### src/rtl/sw_pkg.sv
// Shared encodings, BCD limits and the time payload for the stopwatch datapath.
package sw_pkg;

   localparam logic [1:0] SEL_LIVE = 2'b00;
   localparam logic [1:0] SEL_LAP1 = 2'b01;
   localparam logic [1:0] SEL_LAP2 = 2'b10;

   localparam logic [7:0] CS_MAX  = 8'h99;
   localparam logic [7:0] SEC_MAX = 8'h59;
   localparam logic [7:0] MIN_MAX = 8'h59;

   // Elapsed time as BCD MM:SS.CC
   typedef struct packed {
      logic [7:0] min;
      logic [7:0] sec;
      logic [7:0] cs;
   } sw_time_t;

   localparam sw_time_t TIME_ZERO = '0;
   localparam sw_time_t TIME_MAX  = '{min: MIN_MAX, sec: SEC_MAX, cs: CS_MAX};

   function automatic logic time_at_max(input sw_time_t t);
      return (t == TIME_MAX);
   endfunction

endpackage

### src/rtl/bcd_mod_counter.sv
// Two-digit BCD modulo counter 00..MAX_BCD; carry flags the wrapping increment.
module bcd_mod_counter #(
   parameter logic [7:0] MAX_BCD = 8'h99
) (
   input  logic       clk,
   input  logic       rst,
   input  logic       clr,
   input  logic       inc,
   output logic [7:0] q,
   output logic       carry
);

   // Ones digit wraps at 9 into tens; whole pair wraps at MAX_BCD
   always_ff @(posedge clk or posedge rst) begin
      if (rst) begin
         q <= 8'h00;
      end else if (clr) begin
         q <= 8'h00;
      end else if (inc) begin
         if (q == MAX_BCD) begin
            q <= 8'h00;
         end else if (q[3:0] == 4'd9) begin
            q <= {q[7:4] + 4'd1, 4'd0};
         end else begin
            q[3:0] <= q[3:0] + 4'd1;
         end
      end
   end

   assign carry = inc & (q == MAX_BCD);

endmodule

### src/rtl/stopwatch_time_datapath.sv
// Stopwatch time datapath: prescaler, BCD MM:SS.CC counter, two lap slots and
// a registered display mux. Optional macro SW_SATURATE_EN makes the time hold
// at 59:59.99 instead of wrapping.
module stopwatch_time_datapath
   import sw_pkg::*;
#(
   parameter int unsigned CLK_FREQ_HZ = 50_000_000,
   parameter int unsigned TICK_HZ     = 100
) (
   input  logic       clk,
   input  logic       rst,
   input  logic       running,
   input  logic [1:0] display_select,
   input  logic       lap_capture,
   input  logic       clear,
   output logic [7:0] disp_min,
   output logic [7:0] disp_sec,
   output logic [7:0] disp_cs,
   output logic       lap1_valid,
   output logic       lap2_valid,
   output logic       overflow
);

   localparam int unsigned TICK_DIV = CLK_FREQ_HZ / TICK_HZ;
   localparam int unsigned PW       = (TICK_DIV > 2) ? $clog2(TICK_DIV) : 1;
   localparam logic [PW-1:0] PRESC_LAST = PW'(TICK_DIV - 1);

   logic [PW-1:0] presc_q;
   logic          tick;
   logic          clr_act;
   logic          cap_act;
   logic          cs_inc;
   logic          sec_inc;
   logic          min_inc;
   logic          cs_carry;
   logic          sec_carry;
   logic          min_carry;
   logic          ovf_set;
   logic          lap_ptr;
   sw_time_t      time_q;
   sw_time_t      lap1_q;
   sw_time_t      lap2_q;
   sw_time_t      disp_src;

   // Clear is honoured only while stopped; capture only while running
   assign clr_act = clear & ~running;
   assign cap_act = lap_capture & running;

   // Prescaler holds while stopped so the fractional tick survives a pause
   always_ff @(posedge clk or posedge rst) begin
      if (rst) begin
         presc_q <= '0;
      end else if (clr_act) begin
         presc_q <= '0;
      end else if (running) begin
         presc_q <= (presc_q == PRESC_LAST) ? '0 : presc_q + PW'(1);
      end
   end

   assign tick = running & (presc_q == PRESC_LAST);

`ifdef SW_SATURATE_EN
   assign cs_inc  = tick & ~time_at_max(time_q);
   assign ovf_set = (tick & time_at_max(time_q)) | min_carry;
`else
   assign cs_inc  = tick;
   assign ovf_set = min_carry;
`endif
   assign sec_inc = cs_carry;
   assign min_inc = sec_carry;

   bcd_mod_counter #(.MAX_BCD(CS_MAX)) u_cs (
      .clk(clk), .rst(rst), .clr(clr_act), .inc(cs_inc), .q(time_q.cs), .carry(cs_carry)
   );

   bcd_mod_counter #(.MAX_BCD(SEC_MAX)) u_sec (
      .clk(clk), .rst(rst), .clr(clr_act), .inc(sec_inc), .q(time_q.sec), .carry(sec_carry)
   );

   bcd_mod_counter #(.MAX_BCD(MIN_MAX)) u_min (
      .clk(clk), .rst(rst), .clr(clr_act), .inc(min_inc), .q(time_q.min), .carry(min_carry)
   );

   // Lap slots fill alternately; pre-tick time is captured on a coincident tick
   always_ff @(posedge clk or posedge rst) begin
      if (rst) begin
         lap1_q     <= TIME_ZERO;
         lap2_q     <= TIME_ZERO;
         lap1_valid <= 1'b0;
         lap2_valid <= 1'b0;
         lap_ptr    <= 1'b0;
      end else if (clr_act) begin
         lap1_q     <= TIME_ZERO;
         lap2_q     <= TIME_ZERO;
         lap1_valid <= 1'b0;
         lap2_valid <= 1'b0;
         lap_ptr    <= 1'b0;
      end else if (cap_act) begin
         if (!lap_ptr) begin
            lap1_q     <= time_q;
            lap1_valid <= 1'b1;
         end else begin
            lap2_q     <= time_q;
            lap2_valid <= 1'b1;
         end
         lap_ptr <= ~lap_ptr;
      end
   end

   // Sticky overflow flag
   always_ff @(posedge clk or posedge rst) begin
      if (rst) begin
         overflow <= 1'b0;
      end else if (clr_act) begin
         overflow <= 1'b0;
      end else if (ovf_set) begin
         overflow <= 1'b1;
      end
   end

   // Display source select; an empty lap slot shows zero
   always_comb begin
      disp_src = time_q;
      case (display_select)
         SEL_LAP1: disp_src = lap1_valid ? lap1_q : TIME_ZERO;
         SEL_LAP2: disp_src = lap2_valid ? lap2_q : TIME_ZERO;
         default:  disp_src = time_q;
      endcase
   end

   // Registered display outputs
   always_ff @(posedge clk or posedge rst) begin
      if (rst) begin
         disp_min <= 8'h00;
         disp_sec <= 8'h00;
         disp_cs  <= 8'h00;
      end else begin
         disp_min <= disp_src.min;
         disp_sec <= disp_src.sec;
         disp_cs  <= disp_src.cs;
      end
   end

endmodule

### config.mk
export PLATFORM = sky130hd
export DESIGN_NAME = stopwatch_time_datapath
export DESIGN_NICKNAME = d
export VERILOG_FILES = /design/src/rtl/sw_pkg.sv /design/src/rtl/bcd_mod_counter.sv /design/src/rtl/stopwatch_time_datapath.sv
export SDC_FILE = /design/constraint.sdc
export NUM_CORES = 1
export LEC_CHECK = 0
export ABC_AREA = 1
export CAP_MARGIN = 25
export CORE_UTILIZATION = 67
export DETAILED_ROUTE_END_ITERATION = 8
export DONT_BUFFER_PORTS = 1
export HOLD_SLACK_MARGIN = 0.02
export PLACE_DENSITY_LB_ADDON = 0.3
export SETUP_SLACK_MARGIN = 0.5
export SLEW_MARGIN = 20
export SYNTH_ARGS = -nofsm -noshare
export SYNTH_HDL_FRONTEND = slang
export SYNTH_SLANG_ARGS = --single-unit
### constraint.sdc
create_clock -name clk -period 6.6 [get_ports clk]
set_input_delay 0.66 -clock clk [delete_from_list [all_inputs] [get_ports clk]]
set_output_delay 0.66 -clock clk [all_outputs]
set_load 0.01 [all_outputs]
Word-level counts from Yosys, hierarchy flattened. Cells that the tools add are included.

Word-level logic and storage cells: 97. Input bits: 7. Output and inout port bits: 27. Register bits after elaboration: 119.

Equal/unequal tests: 10. Bitwise operators: 8. Muxes and demuxes: 37. Reductions and logical operators: 15. Add/sub/neg operators: 7.

Operators by type and width (number): 24-bit 2-to-1 mux (8); 8-bit 2-to-1 mux (9); 19-bit 2-to-1 mux (3); 24-bit case mux with 2 select lines (1); 4-bit by 1-bit adder with 4-bit output (second input constant) (6); 4-bit 2-to-1 mux (6); 19-bit by 1-bit adder with 19-bit output (second input constant) (1); 19-bit equality test (second input constant) (1); 8-bit by 7-bit equality test with 1-bit output (second input constant) (2); 2-bit nonzero test (7); 4-bit equality test (second input constant) (3); 1-bit 2-to-1 mux (10); 2-bit AND reduction (5); 3-bit nonzero test (3); 8-bit equality test (second input constant) (1); 1-bit AND (6); 2-bit by 1-bit equality test with 1-bit output (second input constant) (1); 2-bit equality test (second input constant) (1); 2-bit inequality test (second input constant) (1); 1-bit inverter (2).

Longest topological paths before layout.
Word-level depth: 7. Depth in mapped cells: 10.

Cells and area by module. Synthesis repeated with hierarchy kept, for this count alone.

Cell total of the unflattened synthesis: 668. Area, all modules: 5703.0 µm².

Modules (own cells, without submodules): stopwatch_time_datapath (cells each 491, sequential area each 2377.3 µm², times used 1, area an instance 4301.6 µm²); bcd_mod_counter at u_min ... (cells each 58, sequential area each 200.2 µm², times used 2, area an instance 467.9 µm²); bcd_mod_counter at u_cs (cells each 61, sequential area each 200.2 µm², times used 1, area an instance 465.4 µm²).

Worst setup path before layout. Ideal clock, no wire load.

Path type: in2reg. From: input display_select[0]. To: register disp_cs[3]. Data required time: 6517 ps. Setup time: 83 ps. Data arrival time: 1663 ps. Stages on the path: 7. Slack: 4855 ps. Path buffers: 2. Path through: inv_1 -> ha_1 -> inv_1 -> clkbuf_1 -> clkbuf_1 -> nand2_1 -> o21ai_0.

RTL lines: start, declared (RTL line stopwatch_time_datapath.sv:13) `input logic [1:0] display_select,`; end signal, assigned (RTL line stopwatch_time_datapath.sv:140) `disp_cs <= disp_src.cs;`; end, declared (RTL line stopwatch_time_datapath.sv:18) `output logic [7:0] disp_cs,`.

Final worst setup path.
From: register u_cs.q[1]. To: register u_sec.q[5].

Longest elaborated chain between the ends: 4.

Ends and longest elaborated chain: start, declared (RTL line bcd_mod_counter.sv:9) `output logic [7:0] q,`; start signal, assigned (RTL line bcd_mod_counter.sv:23) `q <= {q[7:4] + 4'd1, 4'd0};`; start signal, assigned (RTL line bcd_mod_counter.sv:25) `q[3:0] <= q[3:0] + 4'd1;`; 8-bit equality test (RTL line bcd_mod_counter.sv:30) `assign carry = inc & (q == MAX_BCD);`; 1-bit AND (RTL line bcd_mod_counter.sv:30); 2-bit nonzero test (no line); 2-bit AND reduction (no line); end signal, assigned (RTL line bcd_mod_counter.sv:23); end, declared (RTL line bcd_mod_counter.sv:9).

No other way between the ends. A chain may end at the register's enable or synchronous reset.

==> flow_summary.yaml <==
routing:
  dr.pass1.iters: 8
  drtIter0Drc: 623
  drc: 0
  ant_nets: 0
  wl_per_cell_um: 17.2
  viasPerCell: 6.17
  wl_um: 14100
  via_count: 5040
floorplanning:
  die-width_um: 95.2
  die-height_um: 95.2
  boundaryPins: 34
  coreArea_um2: 8300
  rows: 33
  die_area_um2: 9070
  start_util_pct: 70.2
critical_path:
  cpMostUsedCell: "nand2_1"
  crit_type: "reg2reg"
  crit_arrival_ps: 2900
  r2r_cells: 7
  cp_cell_sequence: "inv_1 > ha_1 > nand3_1 > o21ai_1 > nand4_1 > nand2_1 > nand2_1"
  r2r_start: "u_cs.q[1]$_DFFE_PP0P_"
  rr_endpoint: "u_sec.q[5]$_DFFE_PP0P_"
  required_ps: 7010
  slowest_stage: "o21ai_1"
  crit_fanout: 14
  regToRegSetupSlack_ps: 4110
  cp-end-kind: "flop"
  start_kind: "flop"
  slowest_delay_ps: 850
timing:
  fin_setup_tns_ps: 0
  finalCriticalPeriod_ps: 2490
  worst_pin_slew_ps: 1080
  finalWorstSetupSlack_ps: 4110
  max_clock_freq_mhz: 401
  max_slew_margin_pct: 27.7
  clock_skew_ps: 7.93
  period_share_pct: 37.8
  finalHoldViolations: 0
  setup_viol: 0
  slew_viol_final: 0
  worst_hold_slack_ps: 116
  rsz0062_at_grt: "no"
cts:
  htreeDepth: 4
  insertion_delay_ps: 520
  cts_tree: "done"
  clock_path_buffers: 2
  cts_resized: 0
  clk_pin_slew_worst_paths_ps: 60
  clkSinkCount: 119
  cts_buffers: 17
  ctsRootBufferMaster: "clkbuf_8"
  post_cts_buffers: 0
  cts_hold_buf: 0
logic_synthesis:
  synth_area_um2: 5830
  synthCells: 701
  ys_ff_latch: 119
  synth-edff-count: 0
  yosys.area.top_type: "dfrtp_1"
  ys.flop_type: "dfrtp_1"
  synth_top_family_by_area: "simple AND/OR/NAND/NOR gates"
  synth_xor_xnor_area_share_pct: 2.71
  yosysTopAreaCellShare_pct: 51.1
  synth.area.top_cells: "dfrtp_1 51%, nand2_1 9.2%, inv_1 7.3%"
  synth_compound_area_share_pct: 12.4
  synth_area_per_cell_um2: 8.31
  syn-num-nets: 723
  muxShareOfSynthArea_pct: 0
  synth_simple_gate_area_share_pct: 21.0
  ys_warn_count: 0
  ys_seq_area_share_pct: 51.1
  synth_most_common_cell: "nand2_1"
  async_reset_ff_share_pct: 100
  synth-adder-area-share_pct: 3.22
  ys_types: 29
  netlist_top_cells_count: "143 x nand2_1, 119 x dfrtp_1, 113 x inv_1"
grt:
  grt-ovfl-total: 0
  first_global_vias: 4956
  track_usage_pct: 34.3
  grt_first_pass_wirelength_um: 23500
  antenna_found_initial: 0
  grt_max_degree: 64
place:
  portBuffers: 0
  hpwl_um: 8400
  preCtsSetupSlack_ps: 3870
  gp_congestion: 0.900
run:
  cap_violations: 0
hold_path:
  hp-class: "in2async"
power_and_ir_drop:
  power.total_mw: 2.09
  ir_drop_mv: 0.233
  seq_power_share_pct: 42.5
  clkPwrFrac_pct: 44.4
  switching_power_uw: 606
  powerDensity_nw_per_um2: 322
  swShare_pct: 29.1
  power.internal_mw: 1.48
  p_comb_share_pct: 13.2
  power.leakage_nw: 2.99
layout:
  fillCellCount: 517
  num_antenna_cells: 0
  syn_to_final_growth_pct: 11.4
  fin_nets: 721
  drive_gt1_share_pct: 6.74
outcome:
  outcome: "completed"
layout make-up:
class	count	area, um^2	share of cell area [%]
Sequential cell	119	2980	45.9
Multi-Input combinational cell	442	2290	35.4
Inverter	115	434	6.69
Clock buffer	18	418	6.44
Clock inverter	14	174	2.68
Tap cell	105	131	2.03
Timing Repair Buffer	4	57.6	0.887
per-layer routing:
| metal | track usage (%) | up-vias | part of all wire [%] |
|---|---|---|---|
| met5 | 0 | - | 0 |
| met4 | 17.0 | 0 | 3.0 |
| met3 | 5.74 | 45 | 6.8 |
| met2 | 54.5 | 237 | 49 |
| met1 | 45.7 | 2456 | 41 |
| li1 | - | 2302 | - |
worst max-delay path by stage:
stage,start,endpoint
after floorplan,rst,disp_cs[0]$_DFF_PP0_
after global placement,lap_capture,lap1_q[19]$_DFFE_PP0P_
after detailed placement,lap_capture,lap1_q[23]$_DFFE_PP0P_
after CTS,u_cs.q[1]$_DFFE_PP0P_,u_sec.q[5]$_DFFE_PP0P_
after global routing,u_cs.q[1]$_DFFE_PP0P_,u_min.q[4]$_DFFE_PP0P_
final,u_cs.q[1]$_DFFE_PP0P_,u_sec.q[5]$_DFFE_PP0P_
placed cells by master, fill, tap and decap left out, types with 2 or more instances in the layout:
cell type    n
nand2_1    143
dfrtp_1    119
inv_1      112
o22ai_1     66
nor2_1      57
o21ai_0     52
nand3_1     35
nand4_1     27
clkbuf_16   16
ha_1        15
xor2_1      12
nor3_1       9
xnor2_1      6
nor2_2       5
clkinv_4     5
a21oi_1      4
o21ai_1      3
clkinv_2     3
bufinv_16    3
nand3_2      2
inv_6        2
buf_4        2
flip-flops by register name (all words and copies together) (netlist names):
name        cells
u_sec.q         8
lap1_q         24
overflow        1
presc_q        19
lap_ptr         1
lap2_q         24
disp_sec        8
disp_min        8
u_min.q         8
lap1_valid      1
lap2_valid      1
u_cs.q          8
disp_cs         8
cell families after synthesis:
group | after synthesis
buf+inv | 140
flops | 119
compound gates | 127
xor+xnor | 18
fa+ha+maj | 15
simple gates | 282
metrics by stage:
step                cells  area [um^2]  util [%]
global placement      783         5850      70.5
finish                817         6490      78.2
floorplan             701         5830         -
CTS                   816         6470      78.0
global route          817         6490      78.2
detailed placement    784         5880      70.9
critical path, delay by kind of cell, from the launching register on:
kind                     cells  cell delay [ps]
AND/OR/NAND/NOR              4              800
flip-flops                   1              390
adder cells (fa/ha/maj)      1              170
AO/OA/AOI/OAI                1              850
buffers and inverters        1              150
power groups by stage:
stage	registers, mW	logic [mW]	clock network, mW
6_report	0.886	0.274	0.925
5_1_grt	0.895	0.312	0.959
4_1_cts	0.884	0.268	0.925
3_5_place_dp	0.894	0.257	0
3_3_place_gp	0.891	0.241	0
2_1_floorplan	0.879	0.205	0
(Power assumes the default switching activity.)
